[config.mk]
export PLATFORM = sky130hd
export DESIGN_NAME = sram_data_arb
export DESIGN_NICKNAME = d
export VERILOG_FILES = /design/src/rtl/sram_data_arb.sv
export SDC_FILE = /design/constraint.sdc
export NUM_CORES = 1
export LEC_CHECK = 0
export CAP_MARGIN = 40
export CORE_AREA = 2 2 118 120
export DETAILED_ROUTE_END_ITERATION = 6
export DIE_AREA = 0 0 120 122
export PLACE_DENSITY_LB_ADDON = 0.1
export REMOVE_ABC_BUFFERS = 1
export SYNTH_ARGS = -nofsm -noshare
export SYNTH_HDL_FRONTEND = slang
export SYNTH_SLANG_ARGS = --single-unit
[constraint.sdc]
create_clock -name clk_i -period 1.8 [get_ports clk_i]
set_input_delay 0.27 -clock clk_i [delete_from_list [all_inputs] [get_ports clk_i]]
set_output_delay 0.27 -clock clk_i [all_outputs]
set_load 0.03 [all_outputs]
[src/rtl/sram_data_arb.sv]
// Two-master arbiter for the shared data SRAM: grant, range check, one-cycle registered response.
// Define SRAM_DATA_ARB_FIXED_PRIO_EN for fixed priority (master 0 wins) instead of round-robin.
module sram_data_arb #(
    parameter int unsigned DEPTH = 10
) (
    input  logic        clk_i,
    input  logic        rst_i,
    input  logic        m0_req_i,
    input  logic        m0_we_i,
    input  logic [31:0] m0_addr_i,
    input  logic [31:0] m0_wdata_i,
    output logic        m0_gnt_o,
    output logic        m0_rvalid_o,
    output logic        m0_err_o,
    output logic [31:0] m0_rdata_o,
    input  logic        m1_req_i,
    input  logic        m1_we_i,
    input  logic [31:0] m1_addr_i,
    input  logic [31:0] m1_wdata_i,
    output logic        m1_gnt_o,
    output logic        m1_rvalid_o,
    output logic        m1_err_o,
    output logic [31:0] m1_rdata_o,
    output logic        mem_req_o,
    output logic        mem_we_o,
    output logic [31:0] mem_addr_o,
    output logic [31:0] mem_wdata_o,
    input  logic [31:0] mem_rdata_i
);

    logic        win;       // index of the master that would be granted
    logic        any_gnt;
    logic        sel_we;
    logic [29:0] sel_idx;
    logic [31:0] sel_wdata;
    logic        in_range;
    logic        issue;
    logic        rsp_live;

    logic        rsp_v_q, rsp_v_d;
    logic        rsp_m_q, rsp_m_d;
    logic        rsp_err_q, rsp_err_d;
    logic [31:0] rsp_data_q, rsp_data_d;

    // Byte-offset bits carry no information for word accesses.
    logic unused_addr_lsbs;
    assign unused_addr_lsbs = ^{m0_addr_i[1:0], m1_addr_i[1:0]};

`ifdef SRAM_DATA_ARB_FIXED_PRIO_EN
    always_comb begin
        win = ~m0_req_i;
    end
`else
    logic last_q, last_d;

    always_comb begin
        if (m0_req_i && m1_req_i) begin
            win = ~last_q;
        end else begin
            win = ~m0_req_i;
        end
        last_d = any_gnt ? win : last_q;
    end

    always_ff @(posedge clk_i) begin
        if (rst_i) begin
            last_q <= 1'b1;
        end else begin
            last_q <= last_d;
        end
    end
`endif

    always_comb begin
        any_gnt   = ~rst_i & (m0_req_i | m1_req_i);
        m0_gnt_o  = any_gnt & ~win;
        m1_gnt_o  = any_gnt & win;
        sel_we    = win ? m1_we_i : m0_we_i;
        sel_idx   = win ? m1_addr_i[31:2] : m0_addr_i[31:2];
        sel_wdata = win ? m1_wdata_i : m0_wdata_i;
        in_range  = {2'b00, sel_idx} < DEPTH;
        issue     = any_gnt & in_range;

        // Out-of-range or idle cycles leave the SRAM port fully quiet.
        mem_req_o   = issue;
        mem_we_o    = issue & sel_we;
        mem_addr_o  = issue ? {2'b00, sel_idx} : 32'h0;
        mem_wdata_o = issue ? sel_wdata : 32'h0;

        rsp_v_d    = any_gnt;
        rsp_m_d    = any_gnt ? win : rsp_m_q;
        rsp_err_d  = any_gnt & ~in_range;
        rsp_data_d = (issue && !sel_we) ? mem_rdata_i : 32'h0;
    end

    always_ff @(posedge clk_i) begin
        if (rst_i) begin
            rsp_v_q    <= 1'b0;
            rsp_m_q    <= 1'b0;
            rsp_err_q  <= 1'b0;
            rsp_data_q <= 32'h0;
        end else begin
            rsp_v_q    <= rsp_v_d;
            rsp_m_q    <= rsp_m_d;
            rsp_err_q  <= rsp_err_d;
            rsp_data_q <= rsp_data_d;
        end
    end

    // A response pending when reset arrives is suppressed immediately.
    always_comb begin
        rsp_live    = rsp_v_q & ~rst_i;
        m0_rvalid_o = rsp_live & ~rsp_m_q;
        m1_rvalid_o = rsp_live & rsp_m_q;
        m0_err_o    = m0_rvalid_o & rsp_err_q;
        m1_err_o    = m1_rvalid_o & rsp_err_q;
        m0_rdata_o  = m0_rvalid_o ? rsp_data_q : 32'h0;
        m1_rdata_o  = m1_rvalid_o ? rsp_data_q : 32'h0;
    end

endmodule

* Word-level counts from Yosys, hierarchy flattened
Index checks and enable logic that the tools add are counted.
** Word-level totals
- Logic and storage cells :: 37
- Output and inout port bits :: 136
- Register bits after elaboration :: 36
- Input port bits :: 166
** Cells by class
- Bitwise gates (word level) :: 19
- Magnitude comparators :: 1
- Reduce and logical (&&, ||, !) cells :: 4
- Mux-type cells :: 8
** Operator list (count)
- 32-bit two-way mux :: 4
- 30-bit two-way mux :: 2
- 30-bit by 4-bit less-than comparator with 1-bit output (second input constant) :: 1
- 1-bit AND :: 11
- 1-bit NOT :: 7
- 1-bit logical AND :: 2
- 1-bit two-way mux :: 2
- 2-bit OR reduction :: 1
- 1-bit logical NOT :: 1
- 1-bit OR :: 1

* Longest topological paths before layout
Gate-level depths: netlist (run 1).
- Depth in word-level cells :: 8
- Depth in mapped cells :: 6
- Gate-level depth less buffers :: 4

* Worst setup path after synthesis (run 1)
No wires, ideal clock.
- Kind :: in2out
- From :: input rst_i
- To :: output m0_rdata_o[22]
- Arrival :: 1.642 ns
- Path slack :: -0.112 ns
- Data required time :: 1.530 ns
- Stages :: 4
- Buffers on the path :: 2
- Path through :: buf_2 -> nor3b_1 -> clkbuf_1 -> and2_1
** On the way
- Word-level cells in the longest chain between the ends :: 4
** Ends and longest elaborated chain
- start: declaration :: RTL line 7 : input logic rst_i,
- 1-bit NOT :: RTL line 112 : rsp_live = rsp_v_q & ~rst_i;
- 1-bit AND :: RTL line 112
- 1-bit AND :: RTL line 113 : m0_rvalid_o = rsp_live & ~rsp_m_q;
- named net m0_rvalid_o :: RTL line 13 : output logic m0_rvalid_o,
- 32-bit two-way mux :: RTL line 117 : m0_rdata_o = m0_rvalid_o ? rsp_data_q : 32'h0;
- end: declaration :: RTL line 15 : output logic [31:0] m0_rdata_o,
The timed path passes the listed nets, and every way through them passes these cells.

* Worst setup path in the final report (run 1)
- From :: input m1_addr_i[30]
- To :: output mem_wdata_o[5]
** On the way
- Word-level cells in the longest chain between the ends :: 4
** Ends and longest elaborated chain
- start: declaration :: RTL line 18 : input logic [31:0] m1_addr_i,
- 30-bit two-way mux :: RTL line 79 : sel_idx = win ? m1_addr_i[31:2] : m0_addr_i[31:2];
- 30-bit by 4-bit less-than comparator with 1-bit output :: RTL line 81 : in_range = {2'b00, sel_idx} < DEPTH;
- 1-bit AND :: RTL line 82 : issue = any_gnt & in_range;
- 32-bit two-way mux :: RTL line 88 : mem_wdata_o = issue ? sel_wdata : 32'h0;
- end: declaration :: RTL line 27 : output logic [31:0] mem_wdata_o,
No other way between the ends.

==> out/qor.yml, run 1 <==
clock_tree:
  cts_tree: "done"
  cts_buffer_depth: 2
  clock_insertion_delay_worst_skew_ns: 0.28
  clk_pin_slew_ns: 0.06
  ctsHtreeMaxLevel: 2
  ctsRootBufferMaster: "clkbuf_16"
  clock_sinks: 36
  cts_hold_buf: 0
  numCtsBuffers: 5
routing:
  avgRoutedWirePerCell_um: 17.0
  route.vias.total: 3079
  remaining_drc_errors: 0
  detail_route.wirelength_um: 12900
  drt-vias-per-instance: 4.07
  final_antenna_net_count: 0
  drtIter0Drc: 93
  first_drt_pass_iteration_count: 5
global_route:
  grt_util_all_layers_pct: 15.4
  grt_first_pass_wirelength_um: 17300
  grt_overflow: 0
  grt_pass1_vias: 3232
  antenna_found_initial: 0
  largest_net_degree_at_the_start_of_global_routing: 30
yosys:
  yosysSeqAreaShare_pct: 29.3
  netlist_top_cells_area: "dfxtp_1 (29%), and2_1 (17%), a21boi_2 (14%)"
  ys_types: 31
  postSynthRegisterBits: 36
  synthesis.area_mm2: 0.00246
  post-synth-top-area-fraction_pct: 29.3
  yosysWarnings: 0
  synthDominantAreaCellType: "dfxtp_1"
  synth.avg_cell_area_um2: 9.18
  syn_inst: 268
floorplanning:
  die_h_um: 122
  die_area_mm2: 0.0146
  design.core.area_mm2: 0.0135
  num_rows: 43
  number_of_placed_i_o_pins: 302
  floorplan.initialDensity_pct: 18.2
  dieWidth_um: 120
sta:
  min_period_over_period_pct: 121
  postLayoutSetupSlackWorst_ns: -0.376
  rsz0062_at_grt: "yes"
  max_freq_ghz: 0.460
  final-max-slew-violation-count: 0
  final_period_minus_worst_setup_slack_ns: 2.18
  final-hold-violation-count: 0
  finClkSkew_ns: 0.00358
  final-setup-viol-count: 38
worst_setup_path:
  critical-path-slowest-cell: "nor4_4"
  path_max_fanout: 5
  worst_setup_path_start_kind: "input pin"
  crit_chain: "buf_6 -> nor4_4 -> nand4_1 -> nor4_4 -> buf_6 -> buf_8 -> clkbuf_16 -> a22o_1 -> buf_6"
  worstSetupPathType: "in -> out"
  timing.critical_path.slowest_cell_delay_ns: 0.34
  crit_arrival_ns: 1.91
  cp.required_ns: 1.53
  worst_path_most_repeated_cell: "buf_6"
  critPathCaptureType: "primary output"
cells_and_area:
  antennaDiodeCount: 0
  layout_overhead_on_the_synthesized_area_pct: 150
  fin_nets: 741
  layout-drive-gt1-share_pct: 45.1
  fill_cells: 1325
status:
  violated_checks: "setup timing"
  outcome: "complete, but fails checks"
place:
  port_buffers: 269
  dpl_worst_slack_ns: -0.714
  detailed_place_hpwl_um: 9340
  gp_congestion: 0.769
run:
  drv_cap: 0
pwr:
  p_per_area_mw_per_mm2: 382
  p_leak_nw: 2.74
  ir_worst_vdd_v: 0.000326
  total_power_mw: 2.35
min_path:
  hold_class: "in -> reg"
stage by stage:
step	area (µm²)	cells	setup TNS (ns)	hold slack (ns)	utilization [%]
2_1_floorplan	2210	246	-101.71	0.339	-
3_3_place_gp	5270	721	-54.29	0.484	39.0
3_5_place_dp	5270	721	-54.98	0.498	39.0
4_1_cts	5880	748	-11.58	0.401	43.5
5_1_grt	6150	756	-17.53	0.274	45.5
6_report	6150	756	-13.14	0.261	45.5
what timing repair did:
action | 4_1_cts | 5_1_grt
pin swaps | 30 | 46
endpoints found under the hold margin | 0 | 0
buffers inserted | 13 | 1
setup endpoints to repair | 138 | 123
gates cloned | 6 | 9
resized for setup | 187 | 43
registers in the layout, indices dropped and copies added (netlist names):
signal and cells:
rsp_data_q 32, rsp_v_q 1, rsp_m_q 1, rsp_err_q 1, last_q 1
power breakdown:
part           internal, mW  total, mW  switching [mW]
combinational         0.340      0.555           0.215
sequential            0.803      0.808         0.00476
clock                 0.650      0.985           0.335
layout by cell type, fill, tap and decap left out, types with 2 or more instances in the layout:
cell type / synthesis / routed
clkdlybuf4s50_1: 0 / 101
buf_4: 34 / 83
and2_1: 66 / 65
buf_6: 5 / 49
dfxtp_1: 36 / 34
a21boi_2: 30 / 31
conb_1: 1 / 28
a22o_1: 36 / 27
dlygate4sd2_1: 0 / 22
buf_12: 0 / 19
buf_2: 3 / 16
clkbuf_16: 0 / 12
clkdlybuf4s15_1: 0 / 12
a22o_4: 0 / 9
nor4_2: 1 / 7
clkbuf_2: 0 / 6
nor2_1: 6 / 5
nor4_4: 0 / 4
nand4_1: 4 / 4
o21ai_0: 5 / 3
buf_16: 0 / 3
buf_8: 0 / 3
nor4_1: 12 / 2
inv_1: 2 / 2
nand2_1: 2 / 2
or3_4: 1 / 2
nand2b_1: 3 / 2
dfxtp_4: 0 / 2
layout make-up:
type / instances / area (µm²) / share of cell area, %
tap: 180 / 225 / 3.66
multi-input combinational: 208 / 1720 / 27.9
clock inverter: 3 / 42.5 / 0.692
inverter: 2 / 7.51 / 0.122
sequential: 36 / 728 / 11.8
timing repair buffer: 322 / 3300 / 53.7
clock buffer: 5 / 125 / 2.04
kinds of logic (layout without fill, tap and decap cells):
logic type / after synthesis / count (layout) / synth area share (%)
buffers and inverters: 51 / 332 / 14.6
muxes: 1 / 1 / 0.458
and+or+nand+nor: 102 / 102 / 25.9
other: 1 / 28 / 0.152
DFF: 36 / 36 / 29.3
AOI/OAI and AO/OA: 77 / 77 / 29.5
cells in the mapped netlist (all sizes together):
library cell and instances:
a2111o 1, a21bo 1, a21boi 32, a21oi 1
a22o 36, and2 66, and3b 1, buf 42
clkbuf 7, conb 1, dfxtp 36, inv 2
mux2 1, nand2 2, nand2b 3, nand3b 1
nand4 4, nand4bb 1, nor2 6, nor3 1
nor3b 1, nor4 13, o21a 1, o21ai 5
or2 1, or3 2
per-layer routing:
metal | wire length, µm | up-vias | GRT usage [%]
li1 | - | 1507 | -
met3 | 1200 | 5 | 5.34
met4 | 72 | 0 | 2.43
met5 | 0 | - | 0
met1 | 4400 | 1407 | 14.8
met2 | 7200 | 160 | 31.7
worst paths after layout:
kind                        startpoint                   endpoint  slack, ns  cells past startpoint
hold reg to reg   rsp_m_q$_SDFFE_PP0P_       rsp_m_q$_SDFFE_PP0P_       0.51                      2
setup reg to reg   last_q$_SDFFE_PP1P_  rsp_data_q[25]$_SDFF_PP0_       0.17                      7
hold / removal                   rst_i        last_q$_SDFFE_PP1P_       0.26                      2
setup / recovery         m1_addr_i[30]             mem_wdata_o[5]      -0.38                      9
worst max-delay path, delay by kind of cell:
kind | cells | cell delay (ns)
simple gates | 3 | 0.83
compound gates | 1 | 0.14
buf+inv | 5 | 0.66
No activity file was read; power rests on OpenSTA's default activity.
==> inputs of run 2 (changes only) <==
Settings changed: ABC_AREA set to 1, CORE_AREA 2 2 118 120 to 2 2 116 118, DIE_AREA 0 0 120 122 to 0 0 118 120.
==> run 2 against run 1 <==
  * The flow still finishes with violations (setup timing)
  * Clock-buffer cell count unchanged
  * Cell count up 31%
  * Wire length up 1.6%
  * First-iteration DRC count up 4.3%
  * Highest routed layer unchanged
==> out/qor.yml, run 2 <==
status:
  outcome: "complete, but fails checks"
  violated_checks: "setup timing"
worst_setup_path:
  r2r_slack_ns: -0.40
  cp.required_ns: 1.53
  critical-path-slowest-cell: "dfxtp_2"
  reg2reg_from: "last_q$_SDFFE_PP1P_"
  timing.critical_path.slowest_cell_delay_ns: 0.34
  worst_setup_path_start_kind: "flop"
  crit_arrival_ns: 2.24
  crit_chain: "inv_2 -> nand2_4 -> nand2_8 -> buf_16 -> o21ai_1 -> nand2_1 -> nor2_1 -> nand2_1 -> nor2_4 -> nand3_4 -> buf_12 -> buf_16 -> a21oi_4 -> buf_6"
  critPathCaptureType: "primary output"
  worstSetupPathType: "reg -> out"
  timing.rr.end: "rsp_data_q[3]$_SDFF_PP0_"
  ff2ff_path_depth: 16
  path_max_fanout: 13
floorplanning:
  die_h_um: 120
  design.core.area_mm2: 0.0130
  die_area_mm2: 0.0142
  num_rows: 42
  dieWidth_um: 118
  floorplan.initialDensity_pct: 22.3
  number_of_placed_i_o_pins: 302
yosys:
  netlist_top_cells_area: "dfxtp_1 (25%), nand2_1 (17%), nor2_1 (15%)"
  netlist_top_cells_count: "nand2_1 (134), nor2_1 (114), inv_1 (101), dfxtp_1 (36), buf_4 (30)"
  postSynthRegisterBits: 36
  syn_inst: 516
  synth_edf_count: 0
  synth.avg_cell_area_um2: 5.60
  post-synth-top-count-cell: "nand2_1"
  yosysWarnings: 0
  yosysSeqAreaShare_pct: 24.9
  post-synth-top-area-fraction_pct: 24.9
  synthArstFlopShare_pct: 0
  synthDominantAreaCellType: "dfxtp_1"
  synthesis.area_mm2: 0.00289
  ys.flop_type: "dfxtp_1"
  ys_types: 22
global_route:
  grt_first_pass_wirelength_um: 19400
  grt_util_all_layers_pct: 17.3
  busiest_layer: "met2"
  largest_net_degree_at_the_start_of_global_routing: 34
  gr-usage-met2_pct: 34.0
  global_route.usage.met3_pct: 5.28
  grt_pass1_vias: 3847
  grt_overflow: 0
  antenna_found_initial: 0
  met1_track_utilization_from_global_routing_pct: 17.0
sta:
  final-hold-violation-count: 0
  hold-worst-slack_ns: 0.445
  rsz0062_at_grt: "yes"
  final_period_minus_worst_setup_slack_ns: 2.51
  min_period_over_period_pct: 139
  max_freq_ghz: 0.399
  postLayoutSetupSlackWorst_ns: -0.706
  finClkSkew_ns: 0.00457
  final-max-slew-violation-count: 0
  final-setup-viol-count: 70
clock_tree:
  cts_buffer_depth: 2
  numCtsBuffers: 5
  ctsRootBufferMaster: "clkbuf_16"
  clock_sinks: 36
  cts_tree: "done"
  clk_pin_slew_ns: 0.05
  ctsHtreeMaxLevel: 2
  clock_insertion_delay_worst_skew_ns: 0.28
cells_and_area:
  largest-register: "rsp_data_q"
  final_common_cell: "clkdlybuf4s50_1"
  largest_register_ffs: 32
  multi_input_comb_area_mm2: 0.00193
  most-common-layout-cells: "clkdlybuf4s50_1 (158), nand2_1 (133), inv_1 (100)"
  layout-drive-gt1-share_pct: 29.3
  fill_cells: 1296
  postLayoutCellArea_mm2: 0.00673
  fin_nets: 977
  antennaDiodeCount: 0
  layout_overhead_on_the_synthesized_area_pct: 133
  layout.area.seq_um2: 722
pwr:
  p_per_area_mw_per_mm2: 396
  p_leak_nw: 3.09
  ir_worst_vdd_v: 0.000306
routing:
  avgRoutedWirePerCell_um: 13.2
  route.vias.total: 3985
  first_drt_pass_iteration_count: 4
  drt-vias-per-instance: 4.03
  drtIter0Drc: 97
  final_antenna_net_count: 0
  detail_route.wirelength_um: 13100
  remaining_drc_errors: 0
min_path:
  hold_path_depth: 3
  worst_hold_path.endpoint: "last_q$_SDFFE_PP1P_"
  worst_hold_startpoint: "rst_i"
  hold_class: "in -> reg"
place:
  dpl_worst_slack_ns: -0.944
  port_buffers: 269
  detailed_place_hpwl_um: 9990
  post_dp_cell_area_mm2: 0.00565
  gp_congestion: 0.820
run:
  drv_cap: 0
## run 2: kinds of logic after synthesis
logic type / count (synthesis) / share of synthesized area (%)
flip-flops: 36 / 24.9
AND/OR/NAND/NOR: 272 / 37.6
buffers and inverters: 159 / 26.2
AO/OA/AOI/OAI: 47 / 10.8
multiplexers: 1 / 0.346
other: 1 / 0.130
## run 2: where the power goes
group | internal (mW) | switching [mW]
logic | 0.467 | 0.411
clock network | 0.650 | 0.329
registers | 0.804 | 0.00326
## run 2: worst max-delay path by stage
stage	from	end	slack, ns
2_1_floorplan	last_q$_SDFFE_PP1P_	mem_addr_o[0]	-2.63
3_3_place_gp	m1_req_i	mem_wdata_o[27]	-0.92
3_5_place_dp	m1_req_i	mem_wdata_o[31]	-0.94
4_1_cts	last_q$_SDFFE_PP1P_	mem_wdata_o[17]	-0.78
5_1_grt	last_q$_SDFFE_PP1P_	mem_wdata_o[15]	-0.85
6_report	last_q$_SDFFE_PP1P_	mem_wdata_o[17]	-0.71
## run 2: final cells by class
class,instances,share of cell area [%]
multi-input cells,348,28.7
clock buffers,5,1.86
clock inverters,3,0.632
inverters,103,5.75
repair buffers,317,49.1
flip-flops and latches,36,10.7
well taps,176,3.27
## run 2: what timing repair did
action                     4_1_cts  5_1_grt
pin swaps                        3        6
setup endpoints to repair      137      138
gates cloned                     9        1
setup buffers                    6        5
resized for setup               84       54
hold buffers                     0        0
## run 2: critical path, delay by kind of cell, from the launching register on
family	cells	cell delay, ns
buffers and inverters	5	0.70
and+or+nand+nor	7	0.66
DFF	1	0.34
AOI/OAI and AO/OA	2	0.25
## run 2: layer usage
metal	routed length, µm	share of wire [%]
met5	0	0
met2	7010	54
met4	286	2.2
met1	4700	36
met3	1090	8.3
## run 2: per-stage QoR
step / utilization, % / setup TNS (ns) / power (mW) / std cells
6_report: 51.8 / -36.46 / 2.66 / 988
5_1_grt: 51.8 / -47.40 / 2.79 / 988
4_1_cts: 49.8 / -42.55 / 2.64 / 983
3_5_place_dp: 43.5 / -56.61 / 1.60 / 960
3_3_place_gp: 43.5 / -54.96 / 1.60 / 960
2_1_floorplan: - / -191.24 / 1.13 / 487
==> inputs of run 3 (changes only) <==
Settings changed: CORE_AREA 2 2 116 118 to 5 5 116 118, DIE_AREA 0 0 118 120 to 0 0 121 123.
==> run 3 against run 2 <==
  * Total power down 6.3%
  * Sequential share of layout area grew 0.29 points
  * First-iteration DRC count rose by 11%
  * The run still ends with setup timing left
  * Cell area fell by 2.6%
  * Highest routed layer unchanged
  * Clock-buffer cell count is the same
  * Clock power fell by 16%
  * Critical path type unchanged
  * Clock skew is 0.0036 ns lower
  * Non-clock buffer count fell by 6
==> out/qor.yml, run 3 (same netlist as run 2, synthesis figures left out) <==
place:
  port_buffers: 269
  place_inst: 953
  post_dp_cell_area_mm2: 0.00561
  gp_congestion: 0.896
  detailed_place_hpwl_um: 10400
  dpl_worst_slack_ns: -0.920
global_route:
  met1_track_utilization_from_global_routing_pct: 15.6
  antenna_found_initial: 0
  grt_first_pass_wirelength_um: 19000
  grt_overflow: 0
  grt_pass1_vias: 3803
  busiest_layer: "met2"
  grt_util_all_layers_pct: 16.0
  largest_net_degree_at_the_start_of_global_routing: 34
  global_route.usage.met3_pct: 7.14
  gr-usage-met2_pct: 30.5
clock_tree:
  cts_tree: "done"
  cts_hold_buf: 0
  clk_pin_slew_ns: 0.05
  numCtsBuffers: 5
  clock_sinks: 36
  ctsHtreeMaxLevel: 2
  clock_insertion_delay_worst_skew_ns: 0.28
  cts_buffer_depth: 2
  ctsRootBufferMaster: "clkbuf_16"
min_path:
  hold_path_depth: 2
  worst_hold_path.endpoint: "last_q$_SDFFE_PP1P_"
  hold_class: "reg -> reg"
  worst_hold_startpoint: "last_q$_SDFFE_PP1P_"
routing:
  final_antenna_net_count: 0
  remaining_drc_errors: 0
  drtIter0Drc: 108
  drt-vias-per-instance: 4.01
  first_drt_pass_iteration_count: 4
  route.vias.total: 3920
  avgRoutedWirePerCell_um: 13.7
  detail_route.wirelength_um: 13400
cells_and_area:
  most-common-layout-cells: "clkdlybuf4s50_1 (158), nand2_1 (131), nor2_1 (105)"
  postLayoutCellArea_mm2: 0.00655
  final_core_utilization_pct: 53.0
  fin_nets: 971
  layout-drive-gt1-share_pct: 26.8
  final_common_cell: "clkdlybuf4s50_1"
  fill_cells: 1206
  antennaDiodeCount: 0
  largest_register_ffs: 32
  layout_overhead_on_the_synthesized_area_pct: 127
  final_cell_count_no_fill: 978
  largest-register: "rsp_data_q"
worst_setup_path:
  reg2reg_from: "last_q$_SDFFE_PP1P_"
  path_max_fanout: 7
  critPathCaptureType: "primary output"
  worst_setup_path_start_kind: "flop"
  cp.required_ns: 1.53
  ff2ff_path_depth: 16
  worstSetupPathType: "reg -> out"
  crit_arrival_ns: 2.27
  r2r_slack_ns: -0.20
  timing.rr.end: "rsp_data_q[27]$_SDFF_PP0_"
floorplanning:
  design.core.area_mm2: 0.0124
  die_area_mm2: 0.0149
  num_rows: 41
  floorplan.initialDensity_pct: 23.4
  die_h_um: 123
  number_of_placed_i_o_pins: 302
  dieWidth_um: 121
sta:
  hold-worst-slack_ns: 0.478
  postLayoutSetupSlackWorst_ns: -0.740
  rsz0062_at_grt: "yes"
  final-setup-viol-count: 71
  final-hold-violation-count: 0
  min_period_over_period_pct: 141
  fin_setup_tns_ns: -31.71
  final-max-slew-violation-count: 0
  finClkSkew_ns: 0.000936
  max_freq_ghz: 0.394
  final_period_minus_worst_setup_slack_ns: 2.54
status:
  outcome: "complete, but fails checks"
  violated_checks: "setup timing"
run:
  drv_cap: 0
pwr:
  ir_worst_vdd_v: 0.000273
  p_leak_nw: 3.03
  p_per_area_mw_per_mm2: 381
  total_power_mw: 2.49
[run 3: cell types whose count changed in the layout (fill, tap and decap cells not counted), sizes merged]
cell,change
buf,-9
clkbuf,+4
bufbuf,-2
clkinv,+2
dlygate4sd2,+2
bufinv,-1
clkinvlp,-1
dlymetal6s2s,-1
[run 3: layer usage]
metal	part of all wire (%)	vias up
li1	-	2019
met1	33	1700
met2	54	182
met3	11	19
met4	2.1	0
met5	0	-
[run 3: report_power, final]
group / total (mW) / leakage [nW] / internal (mW) / switching (mW)
logic: 0.864 / 2.66 / 0.465 / 0.399
registers: 0.807 / 0.291 / 0.804 / 0.00274
clock network: 0.823 / 0.0736 / 0.509 / 0.315
total: 2.49 / 3.03 / 1.78 / 0.716
[run 3: what timing repair did]
action | 4_1_cts | 5_1_grt
gates resized for setup | 53 | 56
cloned | 4 | 7
endpoints found under the setup margin | 138 | 74
buffers inserted | 1 | 5
pin swaps | 3 | 10
[run 3: final cells by class]
cell class	instances	area [µm²]	area share, %
multi-input cells	348	1870	28.6
flip-flops and latches	36	722	11.0
clock buffers	5	125	1.91
well taps	172	215	3.29
clock inverters	3	18.8	0.287
repair buffers	311	3210	49.0
inverters	103	387	5.90
[run 3: worst max path at each step]
stage          slack, ns               to           startpoint  cells past startpoint
2_1_floorplan      -2.63    mem_addr_o[0]  last_q$_SDFFE_PP1P_                     10
3_3_place_gp       -0.83   mem_wdata_o[2]             m0_req_i                     12
3_5_place_dp       -0.92  mem_wdata_o[30]             m0_req_i                     12
4_1_cts            -0.75   mem_wdata_o[1]  last_q$_SDFFE_PP1P_                     14
5_1_grt            -0.88   mem_wdata_o[7]  last_q$_SDFFE_PP1P_                     15
6_report           -0.74   mem_wdata_o[7]  last_q$_SDFFE_PP1P_                     15
[run 3: critical path, stage by stage (launching register included)]
cell       delay [ns]
dfxtp_2          0.32
inv_2            0.07
nand2_4          0.07
nand2_8          0.11
clkbuf_16        0.16
nand2_1          0.06
nand2_1          0.06
nand2_1          0.06
nor2_1           0.10
nand2_1          0.10
nor2_4           0.12
nand3_4          0.12
buf_12           0.18
clkbuf_16        0.17
a21oi_4          0.12
buf_6            0.15
